$ cat config.mk
export PLATFORM = sky130hd
export DESIGN_NAME = btn_debounce
export DESIGN_NICKNAME = d
export VERILOG_FILES = /design/src/rtl/hazard_sweep_checker_debounce.sv
export SDC_FILE = /design/constraint.sdc
export NUM_CORES = 1
export LEC_CHECK = 0
export CORE_ASPECT_RATIO = 1.4
export CORE_UTILIZATION = 58
export DETAILED_ROUTE_END_ITERATION = 12
export PLACE_DENSITY_LB_ADDON = 0.08
export SLEW_MARGIN = 20
export SYNTH_ARGS = -nofsm -noshare
export SYNTH_HDL_FRONTEND = slang
export SYNTH_SLANG_ARGS = --single-unit
$ cat constraint.sdc
create_clock -name clk -period 2.4 [get_ports clk]
set_input_delay 0.48 -clock clk [delete_from_list [all_inputs] [get_ports clk]]
set_output_delay 0.48 -clock clk [all_outputs]
set_load 0.1 [all_outputs]
$ cat src/rtl/hazard_sweep_checker_debounce.sv
// Push-button conditioner: 2-FF synchroniser, stability counter and a
// one-cycle pulse on each rising edge of the debounced level.
module btn_debounce #(
    parameter int DEB_CYCLES = 2_000_000
) (
    input  logic clk,
    input  logic rst,
    input  logic btn_i,
    output logic level_o,
    output logic pulse_o
);

    localparam int CW = (DEB_CYCLES > 1) ? $clog2(DEB_CYCLES) : 1;

    logic          sync1_q;
    logic          sync2_q;
    logic          level_q;
    logic          pulse_q;
    logic [CW-1:0] cnt_q;

    // Counting only while the synchronised input disagrees with the level
    // means any toggle of the input restarts the count.
    always_ff @(posedge clk or posedge rst) begin
        if (rst) begin
            sync1_q <= 1'b0;
            sync2_q <= 1'b0;
            level_q <= 1'b0;
            pulse_q <= 1'b0;
            cnt_q   <= '0;
        end else begin
            sync1_q <= btn_i;
            sync2_q <= sync1_q;
            pulse_q <= 1'b0;
            if (sync2_q == level_q) begin
                cnt_q <= '0;
            end else if (cnt_q == CW'(DEB_CYCLES - 1)) begin
                level_q <= sync2_q;
                pulse_q <= sync2_q;
                cnt_q   <= '0;
            end else begin
                cnt_q <= cnt_q + 1'b1;
            end
        end
    end

    assign level_o = level_q;
    assign pulse_o = pulse_q;

endmodule

======== Word-level counts from Yosys, hierarchy flattened ========
Cells that the tools add are included.
word-level totals
  bits in registers ....................... 25
  input bits .............................. 3
  output and inout bits ................... 2
  word-level logic and storage cells ...... 14
cells by class
  $add $sub $neg .......................... 1
  equality and inequality tests ........... 2
  multiplexer cells ....................... 4
  bitwise operators ....................... 1
  reduce and logical (&&, ||, !) cells .... 1
operators with widths
  cell                                                             count
  21-bit two-way mux                                               2
  21-bit by 1-bit adder with 21-bit output, second input constant  1
  21-bit equality test, second input constant                      1
  1-bit two-way mux                                                2
  2-bit AND reduction                                              1
  1-bit equality test                                              1
  1-bit NOT                                                        1

======== Longest topological paths before layout ========
Gate-level depths: netlist of the first run.
  depth in word-level cells ............... 3
  depth in mapped cells ................... 6
  gate-level depth less buffers ........... 5

======== Least setup slack after synthesis of the first run ========
OpenSTA, ideal clock, no wires.
  kind .................................... reg-to-reg
  start point ............................. reg cnt_q[0]
  end point ............................... reg level_q, in the netlist level_o
  setup time .............................. 0.126 ns
  arrival time ............................ 1.792 ns
  data required time ...................... 2.274 ns
  path slack .............................. 0.483 ns
  cell stages (with the launch flop) ...... 6
  path buffers ............................ 0
  period minus slack after synthesis ...... 1.917 ns
  cell sequence ........................... dfrtp_1 -> ha_1 -> and4_4 -> nand4_2 -> or4_4 -> mux2_4
on the way
  longest elaborated chain between the ends .. 2
RTL lines
  item                           line  RTL
  from (decl)                    19    logic [CW-1:0] cnt_q;
  from (signal assigned)         41    cnt_q <= cnt_q + 1'b1;
  21-bit equality test           36    end else if (cnt_q == CW'(DEB_CYCLES - 1)) begin
  2-bit AND reduction (no line)  --
  to (signal assigned)           37    level_q <= sync2_q;
  to (decl)                      17    logic level_q;
No other way between the ends.
A chain may end at the register's enable or synchronous reset.

======== Worst setup path after layout of the first run ========
Same ends and word-level chain as after synthesis.

==> impl_metrics.yaml, run 1 <==
status:
  status: "completed"
final_layout:
  synthToLayoutAreaGrowth_pct: 8.159
  final_layout_size_suffix_gt1_share_pct: 14.73
  nNetsFinal: 134
  num_antenna_cells: 0
  design_area_um2: 1360
logic_synthesis:
  ys_types: 32
  syn-num-nets: 123
  async_reset_ff_share_pct: 100.0
  ys_warn_count: 0
  synth_top_area_cell: "dfrtp_1"
  ys_seq_area_share_pct: 49.75
  synthTopCellsByCount: "dfrtp_1 (25), nor2_1 (12), a21oi_1 (8)"
  synth_top_flop_cell: "dfrtp_1"
  synthTopCellsByArea: "dfrtp_1 (50%), xnor2_1 (4.2%), xor2_1 (4.2%), nor2_1 (3.6%), a21oi_1 (3.2%)"
  yosysMostFrequentCell: "dfrtp_1"
  synth-seq-cells: 25
  yosysTopAreaCellShare_pct: 49.75
  netlist_instances: 119
  avgSynthCellArea_um2: 10.57
  netlist_area_um2: 1257
  synth_edf_count: 0
cts:
  root_buffer: "clkbuf_4"
  path_clk_slew_ns: 0.14
  clockBufferDepth: 2
  post_cts_buffers: 0
  clk_latency_ns: 0.32
  cts_resized: 0
  cts_buffers: 3
  cts_sinks: 25
  htreeDepth: 1
  cts_tree: "yes"
  cts_hold_buffers: 0
pwr:
  combPwrFrac_pct: 4.8
  power_frac_seq_pct: 65.6
  pwr-share-clk_pct: 29.6
  p_per_area_nw_per_um2: 484.7
  p_sw_mw: 0.1557
  peakVddDrop_mv: 0.5185
  p_int_mw: 0.5036
  p_sw_share_pct: 23.61
  p_leak_nw: 0.5777
die:
  die_h_um: 57.10
  dieArea_um2: 2361
  num_rows: 19
  core_um2: 1997
  die_w_um: 41.35
  start_util_pct: 62.97
  io_pins: 5
route:
  detail_route.vias_per_cell: 6.000
  route.detailed.drc: 0
  via_count: 900
  wl_um: 2268
  first_iter_violations: 16
  wl_per_cell_um: 15.12
  final_antenna_net_count: 0
  drt_first_pass_iters: 4
worst_setup_path:
  end_kind: "register"
  cp.required_ns: 2.62
  arrival_ns: 2.27
  startpoint_type: "register"
  worstPathMaxFanout: 5
  path_class: "reg2reg"
  rr_worst_depth: 5
  r2r_slack_ns: 0.35
place:
  dp_hpwl_um: 1643
  dpl_cell_area_um2: 1330
  gp_congestion: 0.9280
  io_buffers: 4
global_routing:
  use_met1_pct: 29.13
  grtUsageMet3_pct: 2.335
  grt_pass1_vias: 910
  grt.total_usage_pct: 22.85
  grt_max_degree: 26
  grt_pass1_wl_um: 3795
  antenna_found_initial: 0
  gr-total-overflow: 0
  grt.busiest_layer: "met2"
  use_met2_pct: 38.17
timing:
  fin_crit_ns: 2.047
  setup_viol: 0
  fin_tns_setup_ns: 0
  final.period_utilization_pct: 85.29
  hold_viol: 0
  worst_slew_pin_slew_ns: 0.3349
  maxSlewHeadroom_pct: 77.47
  fmax_mhz: 488.6
  slew_viol_final: 0
  rsz0062_at_grt: "no"
  clock-skew-final_ns: 0.005452
job:
  cap_violations: 0
worst_hold_path:
  holdPathStages: 0
  hp-class: "reg2reg"
[flip-flops by register name, indices dropped and copies added (netlist names)]
register	count
cnt_q	21
level_o	1
pulse_o	1
sync1_q	1
sync2_q	1
[logic make-up after synthesis]
logic type / after synthesis / share of synthesized area [%]
XOR/XNOR: 12 / 8.358
AND/OR/NAND/NOR: 59 / 28.96
buffers and inverters: 4 / 1.791
multiplexers: 1 / 1.194
adder cells (fa/ha/maj): 1 / 0.9949
flip-flops: 25 / 49.75
AO/OA/AOI/OAI: 17 / 8.955
[worst paths after layout]
check / from / endpoint
worst max-delay path: cnt_q[0] / level_o
worst min-delay path: sync1_q / sync2_q
worst max register to register: cnt_q[0] / level_o
worst min register to register: sync1_q / sync2_q
max in group asynchronous: rst / pulse_o
min in group asynchronous: rst / cnt_q[14]
[power groups by stage]
stage	sequential (mW)	clock, mW	combinational, mW
after floorplan	0.439	0	0.0216
after global placement	0.440	0	0.0324
after detailed placement	0.441	0	0.0325
after CTS	0.433	0.201	0.0329
after global routing	0.433	0.213	0.0365
final	0.433	0.195	0.0315
[metrics by stage]
stage / power, mW / setup WS (ns) / util (%) / instances / hold WS, ns
6_report: 0.6593 / 0.3531 / 68.11 / 150 / 0.3769
5_1_grt: 0.6827 / 0.2747 / 68.11 / 150 / 0.3914
4_1_cts: 0.6664 / 0.3567 / 68.11 / 150 / 0.3790
3_5_place_dp: 0.4731 / 0.3821 / 66.60 / 146 / 0.3465
3_3_place_gp: 0.4724 / 0.4319 / 66.60 / 146 / 0.3430
2_1_floorplan: 0.4609 / 0.4827 / - / 119 / 0.3312
[cells in the final DEF, fill, tap and decap left out, types with 3 or more instances in the layout]
master / n
dfrtp_1: 25
nor2_1: 12
a21oi_1: 8
nand3_1: 7
nand2_1: 7
o21ai_0: 6
xor2_1: 6
xnor2_1: 6
nand4_1: 5
or3_1: 5
buf_4: 5
and2_1: 4
inv_1: 3
clkbuf_4: 3
[layout make-up]
| type | instances | area, um2 |
|---|---|---|
| tap | 21 | 26.28 |
| multi-input combinational | 90 | 609.3 |
| clock buffer | 3 | 22.52 |
| timing repair buffer | 7 | 57.56 |
| inverter | 3 | 11.26 |
| clock inverter | 1 | 7.507 |
| fill | 161 | 636.9 |
| sequential | 25 | 625.6 |
[worst max-delay path, cell delays in order (launching register included)]
cell,delay [ns]
dfrtp_1,0.42
ha_1,0.23
and4_4,0.27
nand4_2,0.14
or4_4,0.58
mux2_4,0.31
[per-layer routing]
| layer | up-vias | wire (um) |
|---|---|---|
| li1 | 452 | - |
| met1 | 438 | 1059 |
| met2 | 6 | 1165 |
| met3 | 4 | 18 |
| met4 | 0 | 25 |
| met5 | - | 0 |
No activity file was read; power rests on OpenSTA's default activity.
==> run 2, diff against run 1 <==
--- a/config.mk
+++ b/config.mk
@@ -9,7 +9,6 @@
 export CORE_UTILIZATION = 58
 export DETAILED_ROUTE_END_ITERATION = 12
 export PLACE_DENSITY_LB_ADDON = 0.08
-export SLEW_MARGIN = 20
 export SYNTH_ARGS = -nofsm -noshare
 export SYNTH_HDL_FRONTEND = slang
 export SYNTH_SLANG_ARGS = --single-unit
==> results of run 2 <==
No change in the layout: final DEF, timing and power equal those of run 1.
==> run 3, diff against run 2 <==
--- a/config.mk
+++ b/config.mk
@@ -6,7 +6,9 @@
 export NUM_CORES = 1
 export LEC_CHECK = 0
 export CORE_ASPECT_RATIO = 1.4
-export CORE_UTILIZATION = 58
+export CORE_MARGIN = 5
+export CORE_UTILIZATION = 60
+export CTS_BUF_LIST = sky130_fd_sc_hd__clkbuf_4
 export DETAILED_ROUTE_END_ITERATION = 12
 export PLACE_DENSITY_LB_ADDON = 0.08
 export SYNTH_ARGS = -nofsm -noshare
==> constraint.sdc (replaced) <==
create_clock -name clk -period 2.08 [get_ports clk]
set_input_delay 0.416 -clock clk [delete_from_list [all_inputs] [get_ports clk]]
set_output_delay 0.416 -clock clk [all_outputs]
set_load 0.1 [all_outputs]
==> run 3 against run 2 <==
- maximum frequency is 2.9% higher
- setup slack worse by 0.26 ns
- register-to-register slack worse by 0.26 ns
==> impl_metrics.yaml, run 3 (synthesis results as in run 1) <==
worst_setup_path:
  crit_buf_inv: 0
  arrival_ns: 2.20
  startpoint: "cnt_q[0]"
  cp_cell_sequence: "ha_4, and4_4, nand4_2, or4_4, mux2_4"
  r2r_slack_ns: 0.09
  cp.required_ns: 2.29
  path_class: "reg2reg"
  crit_family: "simple AND/OR/NAND/NOR gates"
  reg2reg_from: "cnt_q[0]"
  critPathMaxStageDelay_ns: 0.56
  end_kind: "register"
  cp.depth: 5
  critPathSlowestCell: "or4_4"
  rr_worst_depth: 5
  worstPathMaxFanout: 5
  crit_end: "level_o"
  r2r_end: "level_o"
  startpoint_type: "register"
final_layout:
  final_util_pct: 70.96
  final_layout_size_suffix_gt1_share_pct: 18.05
  nFillCells: 148
  synthToLayoutAreaGrowth_pct: 11.34
  nNetsFinal: 138
  final_cell_mix: "dfrtp_1 (25), nor2_1 (12), buf_4 (9)"
  final-instance-count-excl-fill: 154
  top_register: "cnt_q"
  num_antenna_cells: 0
  largest_reg_flops: 21
  final_common_cell: "dfrtp_1"
timing:
  fmax_mhz: 502.8
  clock-skew-final_ns: 0.0009188
  setup_viol: 0
  final.period_utilization_pct: 95.62
  hold_viol: 0
  maxSlewHeadroom_pct: 75.80
  slew_viol_final: 0
  fin_tns_setup_ns: 0
  fin_crit_ns: 1.989
  rsz0062_at_grt: "no"
  worst_slew_pin_slew_ns: 0.3603
die:
  io_pins: 5
  dieArea_um2: 3124
  start_util_pct: 63.73
  num_rows: 19
  core_um2: 1973
  die_h_um: 64.17
  die_w_um: 48.69
route:
  detail_route.vias_per_cell: 6.221
  wl_um: 2538
  first_iter_violations: 14
  via_count: 958
  wl_per_cell_um: 16.48
  drt_first_pass_iters: 4
  final_antenna_net_count: 0
  route.detailed.drc: 0
cts:
  clockBufferDepth: 2
  cts_tree: "yes"
  root_buffer: "clkbuf_4"
  clk_latency_ns: 0.31
  cts_buffers: 3
  cts_hold_buffers: 0
  path_clk_slew_ns: 0.13
  cts_sinks: 25
  htreeDepth: 1
global_routing:
  gr-total-overflow: 0
  grt.total_usage_pct: 18.88
  grt_pass1_vias: 1040
  grt_pass1_wl_um: 4747
  grt_max_degree: 26
  antenna_found_initial: 0
place:
  dp_cells: 149
  dp_hpwl_um: 1861
  gp_congestion: 0.8809
  io_buffers: 4
pwr:
  p_leak_nw: 0.6011
  peakVddDrop_mv: 0.4672
  p_per_area_nw_per_um2: 535.7
job:
  cap_violations: 0
worst_hold_path:
  hp-class: "reg2reg"
status:
  status: "completed"
run 3: changes by cell type in the layout (fill, tap and decap cells not counted), sizes merged:
cell / delta
clkinvlp: -1
clkinv: +1
buf: +4
run 3: per-layer routing:
layer | GRT usage (%) | vias up | routed length [um]
met5 | 0 | - | 0
met4 | 8.418 | 0 | 62
met3 | 2.791 | 6 | 65
met2 | 30.72 | 22 | 1372
met1 | 24.70 | 471 | 1037
li1 | - | 459 | -
run 3: worst min path at each step:
stage	endpoint	slack (ns)	depth (start not counted)	from
6_report	sync2_q	0.37	0	sync1_q
5_1_grt	sync2_q	0.39	0	sync1_q
4_1_cts	sync2_q	0.37	0	sync1_q
3_5_place_dp	sync2_q	0.34	0	sync1_q
3_3_place_gp	sync2_q	0.34	0	sync1_q
2_1_floorplan	sync2_q	0.33	0	sync1_q
run 3: final cells by class:
class	instances	area, um2	share of cell area (%)
inverter	3	11.26	0.8043
clock inverter	1	5.005	0.3575
timing repair buffer	11	87.58	6.256
sequential	25	625.6	44.68
multi-input combinational	90	621.8	44.41
tap	21	26.28	1.877
clock buffer	3	22.52	1.609
run 3: power by group:
group	leakage [nW]	switching (mW)	internal [mW]
clock network	0.0177	0.137	0.0719
registers	0.342	0.00787	0.493
logic	0.241	0.0230	0.0173
total	0.601	0.168	0.582
run 3: what timing repair did:
item / CTS / global route
resized for setup: 0 / 2
buffers inserted: 0 / 1
setup endpoints to repair: 0 / 1
run 3: stage by stage:
stage | area [um2] | setup slack, ns | power [mW] | hold WS (ns)
after floorplan | 1257 | 0.1627 | 0.5318 | 0.3312
after global placement | 1353 | 0.1185 | 0.5444 | 0.3352
after detailed placement | 1353 | 0.06706 | 0.5452 | 0.3389
after CTS | 1380 | 0.04315 | 0.7594 | 0.3698
after global routing | 1400 | 0.01773 | 0.7937 | 0.3904
final | 1400 | 0.09117 | 0.7501 | 0.3666
